$ cat src/rtl/muldiv_pkg.sv
// rtl/muldiv_pkg.sv - op/state encodings and sizing helper for the HI/LO multiply/divide unit
//
// Contents:
//   op_e      : pre-decoded 4-bit operation codes from the EX stage decoder
//   state_e   : control FSM states
//   cnt_width : width of the shared latency/iteration counter
package muldiv_pkg;

    typedef enum logic [3:0] {
        OP_NOP   = 4'd0,
        OP_MULT  = 4'd1,
        OP_MULTU = 4'd2,
        OP_DIV   = 4'd3,
        OP_DIVU  = 4'd4,
        OP_MADD  = 4'd5,
        OP_MADDU = 4'd6,
        OP_MSUB  = 4'd7,
        OP_MSUBU = 4'd8,
        OP_MTHI  = 4'd9,
        OP_MTLO  = 4'd10
    } op_e;

    typedef enum logic [2:0] {
        ST_IDLE,
        ST_MUL,
        ST_PREP,
        ST_ITER,
        ST_FIX
    } state_e;

    // One counter serves both the multiply latency and the divide iterations,
    // so it must hold the larger of the two.
    function automatic int cnt_width(input int mul_lat, input int width);
        int m;
        m = (mul_lat > width) ? mul_lat : width;
        return $clog2(m + 1);
    endfunction

endpackage

$ cat src/rtl/muldiv_if.sv
// rtl/muldiv_if.sv - EX-stage request/result bundle of the multiply/divide unit
//
// Signals:
//   op, start, a, b, req : operation request from EX (req = flush, blocks acceptance)
//   busy, done, hi, lo   : unit status and the architectural HI/LO registers
// Modports: master (EX stage / stall logic), slave (muldiv_unit)
interface muldiv_if #(
    parameter int WIDTH = 32
);
    logic [3:0]       op;
    logic             start;
    logic [WIDTH-1:0] a;
    logic [WIDTH-1:0] b;
    logic             req;
    logic             busy;
    logic             done;
    logic [WIDTH-1:0] hi;
    logic [WIDTH-1:0] lo;

    modport master (
        output op, start, a, b, req,
        input  busy, done, hi, lo
    );

    modport slave (
        input  op, start, a, b, req,
        output busy, done, hi, lo
    );
endinterface

$ cat src/rtl/muldiv_unit_div_core.sv
// rtl/muldiv_unit_div_core.sv - unsigned restoring divider datapath, one quotient bit per step
//
// Ports:
//   clk, reset    : clock, asynchronous active-high reset
//   load_i        : capture dividend/divisor magnitudes and clear the remainder
//   step_i        : perform one restoring iteration
//   dividend_i    : unsigned dividend
//   divisor_i     : unsigned divisor
//   quotient_o    : quotient shift register (valid after WIDTH steps)
//   remainder_o   : partial remainder (valid after WIDTH steps)
module div_core #(
    parameter int WIDTH = 32
) (
    input  logic             clk,
    input  logic             reset,
    input  logic             load_i,
    input  logic             step_i,
    input  logic [WIDTH-1:0] dividend_i,
    input  logic [WIDTH-1:0] divisor_i,
    output logic [WIDTH-1:0] quotient_o,
    output logic [WIDTH-1:0] remainder_o
);

    logic [WIDTH-1:0] rem_q, rem_d;
    logic [WIDTH-1:0] quo_q, quo_d;
    logic [WIDTH-1:0] dvs_q, dvs_d;
    logic [WIDTH:0]   shifted;
    logic [WIDTH-1:0] trial;

    always_comb begin
        rem_d = rem_q;
        quo_d = quo_q;
        dvs_d = dvs_q;
        // The dividend bits are consumed MSB-first out of the quotient register
        // while quotient bits fill in from the bottom.
        shifted = {rem_q, quo_q[WIDTH-1]};
        // When shifted >= divisor the true difference is below the divisor, so
        // it always fits in WIDTH bits.
        trial   = shifted[WIDTH-1:0] - dvs_q;
        if (load_i) begin
            rem_d = '0;
            quo_d = dividend_i;
            dvs_d = divisor_i;
        end else if (step_i) begin
            if (shifted >= {1'b0, dvs_q}) begin
                rem_d = trial;
                quo_d = {quo_q[WIDTH-2:0], 1'b1};
            end else begin
                rem_d = shifted[WIDTH-1:0];
                quo_d = {quo_q[WIDTH-2:0], 1'b0};
            end
        end
    end

    always_ff @(posedge clk or posedge reset) begin
        if (reset) begin
            rem_q <= '0;
            quo_q <= '0;
            dvs_q <= '0;
        end else begin
            rem_q <= rem_d;
            quo_q <= quo_d;
            dvs_q <= dvs_d;
        end
    end

    assign quotient_o  = quo_q;
    assign remainder_o = rem_q;

endmodule

$ cat src/rtl/muldiv_unit.sv
// rtl/muldiv_unit.sv - HI/LO multiply/accumulate/divide unit for the EX stage
//
// Parameters: WIDTH (operand/HI/LO width), MUL_LAT (1..15, accept-to-commit edges for multiplies)
// Ports:
//   clk   : clock
//   reset : asynchronous active-high reset
//   bus   : muldiv_if.slave (op/start/a/b/req in, busy/done/hi/lo out)
module muldiv_unit
    import muldiv_pkg::*;
#(
    parameter int WIDTH   = 32,
    parameter int MUL_LAT = 5
) (
    input logic     clk,
    input logic     reset,
    muldiv_if.slave bus
);

    localparam int            CW        = cnt_width(MUL_LAT, WIDTH);
    localparam logic [CW-1:0] MUL_LOAD  = CW'(MUL_LAT - 1);
    localparam logic [CW-1:0] ITER_LOAD = CW'(WIDTH - 1);

    state_e             state_q, state_d;
    logic [CW-1:0]      cnt_q, cnt_d;
    // Holds the finished product for multiplies, or the raw {a,b} operands
    // between accept and PREP for divides.
    logic [2*WIDTH-1:0] res_q, res_d;
    logic [WIDTH-1:0]   hi_q, hi_d;
    logic [WIDTH-1:0]   lo_q, lo_d;
    logic               done_q, done_d;
    logic               sgn_q, sgn_d;
    logic               q_neg_q, q_neg_d;
    logic               r_neg_q, r_neg_d;
    logic               bzero_q, bzero_d;

    logic               accept;
    logic               mul_signed;
    logic [2*WIDTH-1:0] ext_a, ext_b, prod, acc, mul_res;
    logic [WIDTH-1:0]   div_a, div_b, mag_a, mag_b;
    logic [WIDTH-1:0]   quo, rem;
    logic               div_load, div_step;

    assign accept = bus.start && !bus.req && (state_q == ST_IDLE);

    // Multiply datapath: extending both operands to 2*WIDTH and keeping the
    // low half of the product gives the correct signed or unsigned result.
    always_comb begin
        mul_signed = (bus.op == OP_MULT) || (bus.op == OP_MADD) || (bus.op == OP_MSUB);
        ext_a = mul_signed ? {{WIDTH{bus.a[WIDTH-1]}}, bus.a} : {{WIDTH{1'b0}}, bus.a};
        ext_b = mul_signed ? {{WIDTH{bus.b[WIDTH-1]}}, bus.b} : {{WIDTH{1'b0}}, bus.b};
        prod  = ext_a * ext_b;
        acc   = {hi_q, lo_q};
        case (bus.op)
            OP_MADD, OP_MADDU: mul_res = acc + prod;
            OP_MSUB, OP_MSUBU: mul_res = acc - prod;
            default:           mul_res = prod;
        endcase
    end

    assign div_a = res_q[2*WIDTH-1:WIDTH];
    assign div_b = res_q[WIDTH-1:0];
    assign mag_a = (sgn_q && div_a[WIDTH-1]) ? -div_a : div_a;
    assign mag_b = (sgn_q && div_b[WIDTH-1]) ? -div_b : div_b;

    div_core #(.WIDTH(WIDTH)) u_div_core (
        .clk         (clk),
        .reset       (reset),
        .load_i      (div_load),
        .step_i      (div_step),
        .dividend_i  (mag_a),
        .divisor_i   (mag_b),
        .quotient_o  (quo),
        .remainder_o (rem)
    );

    always_comb begin
        state_d  = state_q;
        cnt_d    = cnt_q;
        res_d    = res_q;
        hi_d     = hi_q;
        lo_d     = lo_q;
        done_d   = 1'b0;
        sgn_d    = sgn_q;
        q_neg_d  = q_neg_q;
        r_neg_d  = r_neg_q;
        bzero_d  = bzero_q;
        div_load = 1'b0;
        div_step = 1'b0;
        case (state_q)
            ST_IDLE: begin
                if (accept) begin
                    case (bus.op)
                        OP_MTHI: hi_d = bus.a;
                        OP_MTLO: lo_d = bus.a;
                        OP_MULT, OP_MULTU, OP_MADD, OP_MADDU, OP_MSUB, OP_MSUBU: begin
                            res_d   = mul_res;
                            cnt_d   = MUL_LOAD;
                            state_d = ST_MUL;
                        end
                        OP_DIV, OP_DIVU: begin
                            res_d   = {bus.a, bus.b};
                            sgn_d   = (bus.op == OP_DIV);
                            state_d = ST_PREP;
                        end
                        default: ;
                    endcase
                end
            end
            ST_MUL: begin
                if (cnt_q == '0) begin
                    {hi_d, lo_d} = res_q;
                    done_d       = 1'b1;
                    state_d      = ST_IDLE;
                end else begin
                    cnt_d = cnt_q - CW'(1);
                end
            end
            ST_PREP: begin
                div_load = 1'b1;
                // Quotient sign follows the operand signs; remainder follows a.
                q_neg_d  = sgn_q && (div_a[WIDTH-1] ^ div_b[WIDTH-1]);
                r_neg_d  = sgn_q && div_a[WIDTH-1];
                bzero_d  = (div_b == '0);
                cnt_d    = ITER_LOAD;
                state_d  = ST_ITER;
            end
            ST_ITER: begin
                div_step = 1'b1;
                if (cnt_q == '0) begin
                    state_d = ST_FIX;
                end else begin
                    cnt_d = cnt_q - CW'(1);
                end
            end
            ST_FIX: begin
                // Divide by zero runs the full latency but leaves HI/LO alone.
                // MIN / -1 falls out naturally: magnitude quotient 2^(W-1), positive sign.
                if (!bzero_q) begin
                    lo_d = q_neg_q ? -quo : quo;
                    hi_d = r_neg_q ? -rem : rem;
                end
                done_d  = 1'b1;
                state_d = ST_IDLE;
            end
            default: state_d = ST_IDLE;
        endcase
    end

    always_ff @(posedge clk or posedge reset) begin
        if (reset) begin
            state_q <= ST_IDLE;
            cnt_q   <= '0;
            res_q   <= '0;
            hi_q    <= '0;
            lo_q    <= '0;
            done_q  <= 1'b0;
            sgn_q   <= 1'b0;
            q_neg_q <= 1'b0;
            r_neg_q <= 1'b0;
            bzero_q <= 1'b0;
        end else begin
            state_q <= state_d;
            cnt_q   <= cnt_d;
            res_q   <= res_d;
            hi_q    <= hi_d;
            lo_q    <= lo_d;
            done_q  <= done_d;
            sgn_q   <= sgn_d;
            q_neg_q <= q_neg_d;
            r_neg_q <= r_neg_d;
            bzero_q <= bzero_d;
        end
    end

    assign bus.busy = (state_q != ST_IDLE);
    assign bus.done = done_q;
    assign bus.hi   = hi_q;
    assign bus.lo   = lo_q;

endmodule

$ cat src/flat_wrapper.sv
// flat-port wrapper written by rule: the top's interface ports become plain ports
module muldiv_unit_flat import muldiv_pkg::*;
#(
    parameter int WIDTH   = 32,
    parameter int MUL_LAT = 5
)
  (clk, reset, bus_op, bus_start, bus_a, bus_b, bus_req, bus_busy, bus_done, bus_hi, bus_lo);
  muldiv_if #(.WIDTH(WIDTH)) bus_i ();
  input logic clk;
  input logic reset;
  input wire logic [$bits(bus_i.op)-1:0] bus_op;
  input wire logic [$bits(bus_i.start)-1:0] bus_start;
  input wire logic [$bits(bus_i.a)-1:0] bus_a;
  input wire logic [$bits(bus_i.b)-1:0] bus_b;
  input wire logic [$bits(bus_i.req)-1:0] bus_req;
  output wire logic [$bits(bus_i.busy)-1:0] bus_busy;
  output wire logic [$bits(bus_i.done)-1:0] bus_done;
  output wire logic [$bits(bus_i.hi)-1:0] bus_hi;
  output wire logic [$bits(bus_i.lo)-1:0] bus_lo;
  assign bus_i.op = bus_op;
  assign bus_i.start = bus_start;
  assign bus_i.a = bus_a;
  assign bus_i.b = bus_b;
  assign bus_i.req = bus_req;
  assign bus_busy = bus_i.busy;
  assign bus_done = bus_i.done;
  assign bus_hi = bus_i.hi;
  assign bus_lo = bus_i.lo;
  muldiv_unit #(.WIDTH(WIDTH), .MUL_LAT(MUL_LAT)) u_core (.clk(clk), .reset(reset), .bus(bus_i));
endmodule
$ cat config.mk
export PLATFORM = sky130hd
export DESIGN_NAME = muldiv_unit_flat
export DESIGN_NICKNAME = d
export VERILOG_FILES = /design/src/rtl/muldiv_pkg.sv /design/src/rtl/muldiv_if.sv /design/src/rtl/muldiv_unit_div_core.sv /design/src/rtl/muldiv_unit.sv /design/src/flat_wrapper.sv
export SDC_FILE = /design/constraint.sdc
export NUM_CORES = 2
export LEC_CHECK = 0
export ABC_AREA = 1
export CORE_MARGIN = 1
export CORE_UTILIZATION = 35
export CTS_CLUSTER_SIZE = 40
export DETAILED_ROUTE_END_ITERATION = 12
export GPL_TIMING_DRIVEN = 0
export PLACE_DENSITY = 0.49
export SLEW_MARGIN = 20
export SYNTH_ARGS = -nofsm -noshare
export SYNTH_HDL_FRONTEND = slang
export SYNTH_SLANG_ARGS = --single-unit
$ cat constraint.sdc
create_clock -name clk -period 17.9 [get_ports clk]
set_input_delay 2.685 -clock clk [delete_from_list [all_inputs] [get_ports clk]]
set_output_delay 2.685 -clock clk [all_outputs]
set_load 0.1 [all_outputs]
* Word level (Yosys, flattened, before mapping) *
Cells that the tools add are included.

word-level totals
  bits in registers = 238
  output and inout port bits = 66
  bits of input ports = 72
  logic and storage cells = 111

operators by class
  add/sub/neg operators = 8
  multiply operators = 1
  reductions and logical operators = 27
  bitwise gates (word level) = 1
  magnitude comparators = 1
  muxes and demuxes = 37
  equal/unequal tests = 23

operators by type and width
  kind                                                                    number
  32-bit two-way mux                                                      17
  64-bit case mux with 2 select lines                                     2
  32-bit case mux with 3 select lines                                     2
  64-bit two-way mux                                                      2
  32-bit negator                                                          4
  64-bit adder                                                            1
  64-bit by 64-bit multiplier with 64-bit output                          1
  64-bit subtractor                                                       1
  33-bit by 32-bit greater-or-equal comparator with 1-bit output          1
  32-bit logical NOT                                                      1
  32-bit subtractor                                                       1
  6-bit two-way mux                                                       3
  6-bit case mux with 3 select lines                                      1
  4-bit by 3-bit equality test with 1-bit output (second input constant)  4
  4-bit equality test (second input constant)                             3
  3-bit case mux with 4 select lines                                      1
  2-bit != test (second input constant)                                   5
  5-bit AND reduction                                                     2
  3-bit two-way mux                                                       3
  3-bit nonzero test                                                      3
  4-bit by 2-bit equality test with 1-bit output (second input constant)  2
  4-bit AND reduction                                                     2
  2-bit OR reduction                                                      4
  3-bit by 2-bit equality test with 1-bit output (second input constant)  2
  18 further kinds                                                        30

* Longest topological paths before layout *
  depth in word-level cells = 8
  gate-level depth with buffers = 69
  gate-level depth less buffers = 67

* Hierarchy *
Synthesis repeated with hierarchy kept, for this count alone.

second synthesis, totals
  cell total of the unflattened synthesis = 9757
  area total of the unflattened synthesis = 72635.9 sq um

by module, submodules not included
  module       area an instance (sq um)  sequential area each (sq um)  times used  cells each
  muldiv_unit  65710.5                   3553.4                        1           8676
  div_core     6925.4                    2402.3                        1           1081

* Least setup slack after synthesis *
OpenSTA, ideal clock, no wires.

  kind = input port to flip-flop
  start = input port bus_op[2]
  end = register u_core.res_q[63]
  arrival time = 13.620 ns
  library setup time = 0.117 ns
  stages on the path = 61
  path buffers = 3
  required time = 17.783 ns
  setup slack = 4.163 ns
  path through = inv_1 -> nor2_1 -> nand2_1 -> nand2_1 -> buf_2 -> inv_1 -> clkbuf_1 -> buf_1 -> nor2_1 -> nand2_1 -> fa_1 -> inv_1 -> fa_1 -> inv_1 -> fa_1 -> inv_1 -> fa_1 -> inv_1 -> [... 25 more ...] -> nand2_1 -> nand2_1 -> ha_1 -> nand2_1 -> nor3_1 -> nand2_1 -> nor2_1 -> inv_1 -> nor4_1 -> a21oi_1 -> nand3_1 -> nand2_1 -> inv_1 -> nand4_1 -> nand3_1 -> nand2_1 -> nand2_1 -> nand2_1

between the ends
  word-level cells in the longest chain between the ends = 8
  elaborated cells on any way between the ends = 23
  those cells by class = add/sub: 2; mul: 1; eq/ne: 8; mux: 4; reduce/logical: 8

ends and longest elaborated chain
  item                                                                                                                     line                                                     text
  start: declaration                                                                                                       flat_wrapper.sv:11                                       input wire logic [$bits(bus_i.op)-1:0] bus_op;
  4-bit by 1-bit equality test with 1-bit output / 4-bit by 3-bit equality test with 1-bit output (equally long branches)  muldiv_unit.sv:48, muldiv_unit.sv:92, muldiv_unit.sv:53
  1-bit logical OR (2 in a row)                                                                                            muldiv_unit.sv:48                                        mul_signed = (bus.op == OP_MULT) || (bus.op == OP_MADD) || (bus.op == OP_MSUB);
  64-bit two-way mux (on tied branches)                                                                                    muldiv_unit.sv:49, muldiv_unit.sv:50
  64-bit by 64-bit multiplier with 64-bit output                                                                           muldiv_unit.sv:51                                        prod = ext_a * ext_b;
  64-bit subtractor / 64-bit adder (equally long branches)                                                                 muldiv_unit.sv:55, muldiv_unit.sv:54
  64-bit case mux with 2 select lines                                                                                      muldiv_unit.sv:53                                        case (bus.op)
  64-bit case mux with 2 select lines                                                                                      muldiv_unit.sv:92                                        case (bus.op)
  end signal: assignment                                                                                                   muldiv_unit.sv:164                                       res_q <= res_d;
  end: declaration                                                                                                         muldiv_unit.sv:27                                        logic [2*WIDTH-1:0] res_q, res_d;

Parallel ways exist; a longest one is shown, timed or not.
A chain may end at the register's enable or synchronous reset.

* Worst setup path after layout *
  start = input port bus_op[2]
  end = register u_core.res_q[56]

The elaborated chain is that of the path after synthesis.

==> flow_metrics.py <==
metrics = {
    "worst_setup_path": {
        "arrival_ns": 17.99,
        "rr_endpoint": "u_core.res_q[48]$_DFFE_PP0P_",
        "critPathMostFrequentCell": "inv_1",
        "crit_family": "adder cells",
        "critPathSlowestCell": "fa_1",
        "critical_path.startpoint_type": "input port",
        "rr_startpoint": "u_core.bus.lo[21]$_DFFE_PP0P_",
        "crit_fanout": 10,
        "critPathMaxStageDelay_ns": 0.67,
        "crit_type": "in2reg",
        "path_buf_inv": 17,
        "crit_path_end_kind": "flop",
        "r2r_cells": 20,
        "rrSetupSlack_ns": 12.68,
        "worst-endpoint-required_ns": 18.35,
    },
    "synth": {
        "synth_compound_area_frac": 0.08517,
        "syn_area_um2": 72110,
        "avgSynthCellArea_um2": 7.559,
        "ys_ff_latch": 238,
        "synth_cells": 9540,
        "synth_edf_count": 0,
        "yosysUniqueCellTypes": 66,
        "synth-xor-area-share": 0.02412,
        "yosys.area_share.simple": 0.1840,
        "synth_fa_ha_area_frac": 0.4660,
        "ys.flop_type": "dfrtp_1",
        "synth_top_family_by_area": "adder cells",
        "synth_fp_nets": 11440,
        "yosysSeqAreaShare": 0.08259,
        "async_reset_ff_frac": 1.000,
        "muxShareOfSynthArea": 0,
        "yosys_warnings": 0,
    },
    "placed_design": {
        "dp_cells": 12320,
        "gp_congestion": 1.037,
        "placed_cell_area_um2": 76760,
        "port_buffers": 75,
        "hpwl_um": 310400,
    },
    "floorplanning": {
        "die_h_um": 455.9,
        "core_um2": 204600,
        "ioPinCount": 138,
        "die_area_um2": 207900,
        "chipWidth_um": 455.9,
        "row_count": 166,
        "start_util": 0.3525,
    },
    "final_layout": {
        "drive_above_1_share": 0.04231,
        "final_area_um2": 77910,
        "fin_nets": 11570,
        "final_cells": 12390,
        "final_common_cell": "inv_1",
        "area_delta_synth_final_pct": 8.035,
        "final_cell_mix": "inv_1, nand2_1, fa_1",
    },
    "global_route": {
        "grt_pass1_vias": 67120,
        "grt_max_degree": 96,
        "grt_pass1_wl_um": 505100,
        "grt_antenna_before_repair": 38,
        "grt_use_total": 0.3453,
        "grt.overflow.total": 0,
    },
    "clock_network": {
        "htree_levels": 1,
        "postCtsHoldBufs": 0,
        "clkLatencyLatePin_ns": 0.60,
        "cts-root-buf": "clkbuf_16",
        "cts_sinks": 238,
        "cts_tree": "done",
        "cts.clk_slew.worst_paths_ns": 0.06,
        "cts_buffers": 30,
        "cts_max_path_buffers": 3,
    },
    "hold_path": {
        "worstHoldPathCells": 2,
        "worstHoldEndpoint": "u_core.u_div_core.dvs_q[15]$_DFFE_PP0P_",
        "hold_start": "u_core.u_div_core.dvs_q[15]$_DFFE_PP0P_",
        "worstHoldPathType": "reg2reg",
    },
    "sta": {
        "worst_slew_pin_slew_ns": 1.288,
        "hold_viol": 0,
        "rsz0062_at_grt": "yes",
        "skew_ns": 0.02027,
        "post-route-period-util": 0.9796,
        "holdWs_ns": 0.4951,
        "finalSetupTns_ns": 0,
        "setup_viol": 0,
        "fmax_mhz": 57.03,
        "min_period_ns": 17.53,
        "max_slew_margin": 0.1414,
        "slew_violations": 0,
    },
    "detailed_routing": {
        "wire_per_inst_um": 28.85,
        "wl_um": 357600,
        "drt-pass1-iter-count": 6,
        "vias": 65380,
        "first_iter_violations": 7161,
        "ant_nets": 0,
        "via_per_inst": 5.276,
        "drcViolationCount": 0,
    },
    "status": {
        "status": "complete, no violations",
    },
    "flow_run": {
        "maxCapViolations": 0,
    },
}
-- stage by stage --
stage                     setup slack (ns)    util
after floorplan                      4.163       -
after global placement              -2.375  0.3726
after detailed placement            -1.247  0.3752
after CTS                           0.1069  0.3804
after global routing             -0.001545  0.3807
final                               0.3656  0.3808
-- cells by family (layout without fill, tap and decap cells) --
group	Yosys count	after routing
fa+ha+maj	1830	1830
buf+inv	3030	3181
compound gates	1063	1063
xor+xnor	190	190
simple gates	3189	3189
other cells	0	14
flops	238	238
-- cells in the mapped netlist (all sizes together), types with 8 or more instances --
cell type	n	area, um2
o221ai	30	262.8
inv	2641	9913
nand3b	17	140.1
dfrtp	238	5956
or2	59	369.1
o22ai	52	325.3
nand2	2159	8187
clkinv	8	30.03
xnor2	53	479.2
a211oi	8	60.06
nand4	55	369.1
nor3	82	526.8
clkbuf	351	1318
o21ai	455	2288
o31ai	8	78.82
nor4	10	68.81
nor2	535	2163
xor2	137	1260
o211ai	70	540.5
a21o	12	90.09
a22oi	16	120.1
nand3	262	1381
o2111ai	18	157.7
buf	30	141.4
a21oi	311	1590
ha	404	5055
fa	1426	28550
o21bai	13	101.4
a31oi	33	206.5
-- tightest hold or removal path, cell delays in order, from the launching register on --
cell     delay (ns)
dfrtp_1        0.35
nand2_1        0.05
o21ai_0        0.06
-- cell type report --
type                            instances  area [um2]
Timing Repair Buffer                   96        1191
Clock inverter                         18       210.2
Inverter                             2649        9958
Sequential cell                       238        5956
Clock buffer                           37       817.0
Tap cell                             2688        3363
Fill cell                           21730      126700
Buffer                                381        1550
Antenna cell                           14       35.03
Multi-Input combinational cell       6272       54830
-- sequential cells by signal (all words and copies together) (netlist names) --
signal	flops
u_core.res_q	64
u_core.bus.hi	32
u_core.bus.lo	32
u_core.u_div_core.dvs_q	32
u_core.u_div_core.quotient_o	32
u_core.u_div_core.remainder_o	32
u_core.cnt_q	6
u_core.state_q	3
u_core.bus.done	1
u_core.bzero_q	1
u_core.q_neg_q	1
u_core.r_neg_q	1
u_core.sgn_q	1
-- worst max-delay path by stage --
stage          cells after the start       from                           end
2_1_floorplan                     61  bus_op[2]  u_core.res_q[63]$_DFFE_PP0P_
3_3_place_gp                      57  bus_op[2]  u_core.res_q[60]$_DFFE_PP0P_
3_5_place_dp                      58  bus_op[2]  u_core.res_q[60]$_DFFE_PP0P_
4_1_cts                           60  bus_op[2]  u_core.res_q[56]$_DFFE_PP0P_
5_1_grt                           63  bus_op[2]  u_core.res_q[58]$_DFFE_PP0P_
6_report                          61  bus_op[2]  u_core.res_q[56]$_DFFE_PP0P_
-- layer usage --
metal / vias to the layer above / part of all wire / routed length [um] / track usage
li1: 28370 / - / - / -
met3: 617 / 0.090 / 32040 / 0.06763
met2: 3203 / 0.44 / 156700 / 0.5327
met5: - / 0.00064 / 230 / 0.004363
met1: 33180 / 0.41 / 146000 / 0.4585
met4: 18 / 0.063 / 22630 / 0.1773
-- what timing repair did --
item                                    4_1_cts  5_1_grt
setup buffers                                 0        2
gates resized for setup                       7       10
endpoints found under the setup margin       12       12
Power is not shown: default switching activity piles up to over one toggle a cycle in this logic, so the estimate is an artifact.
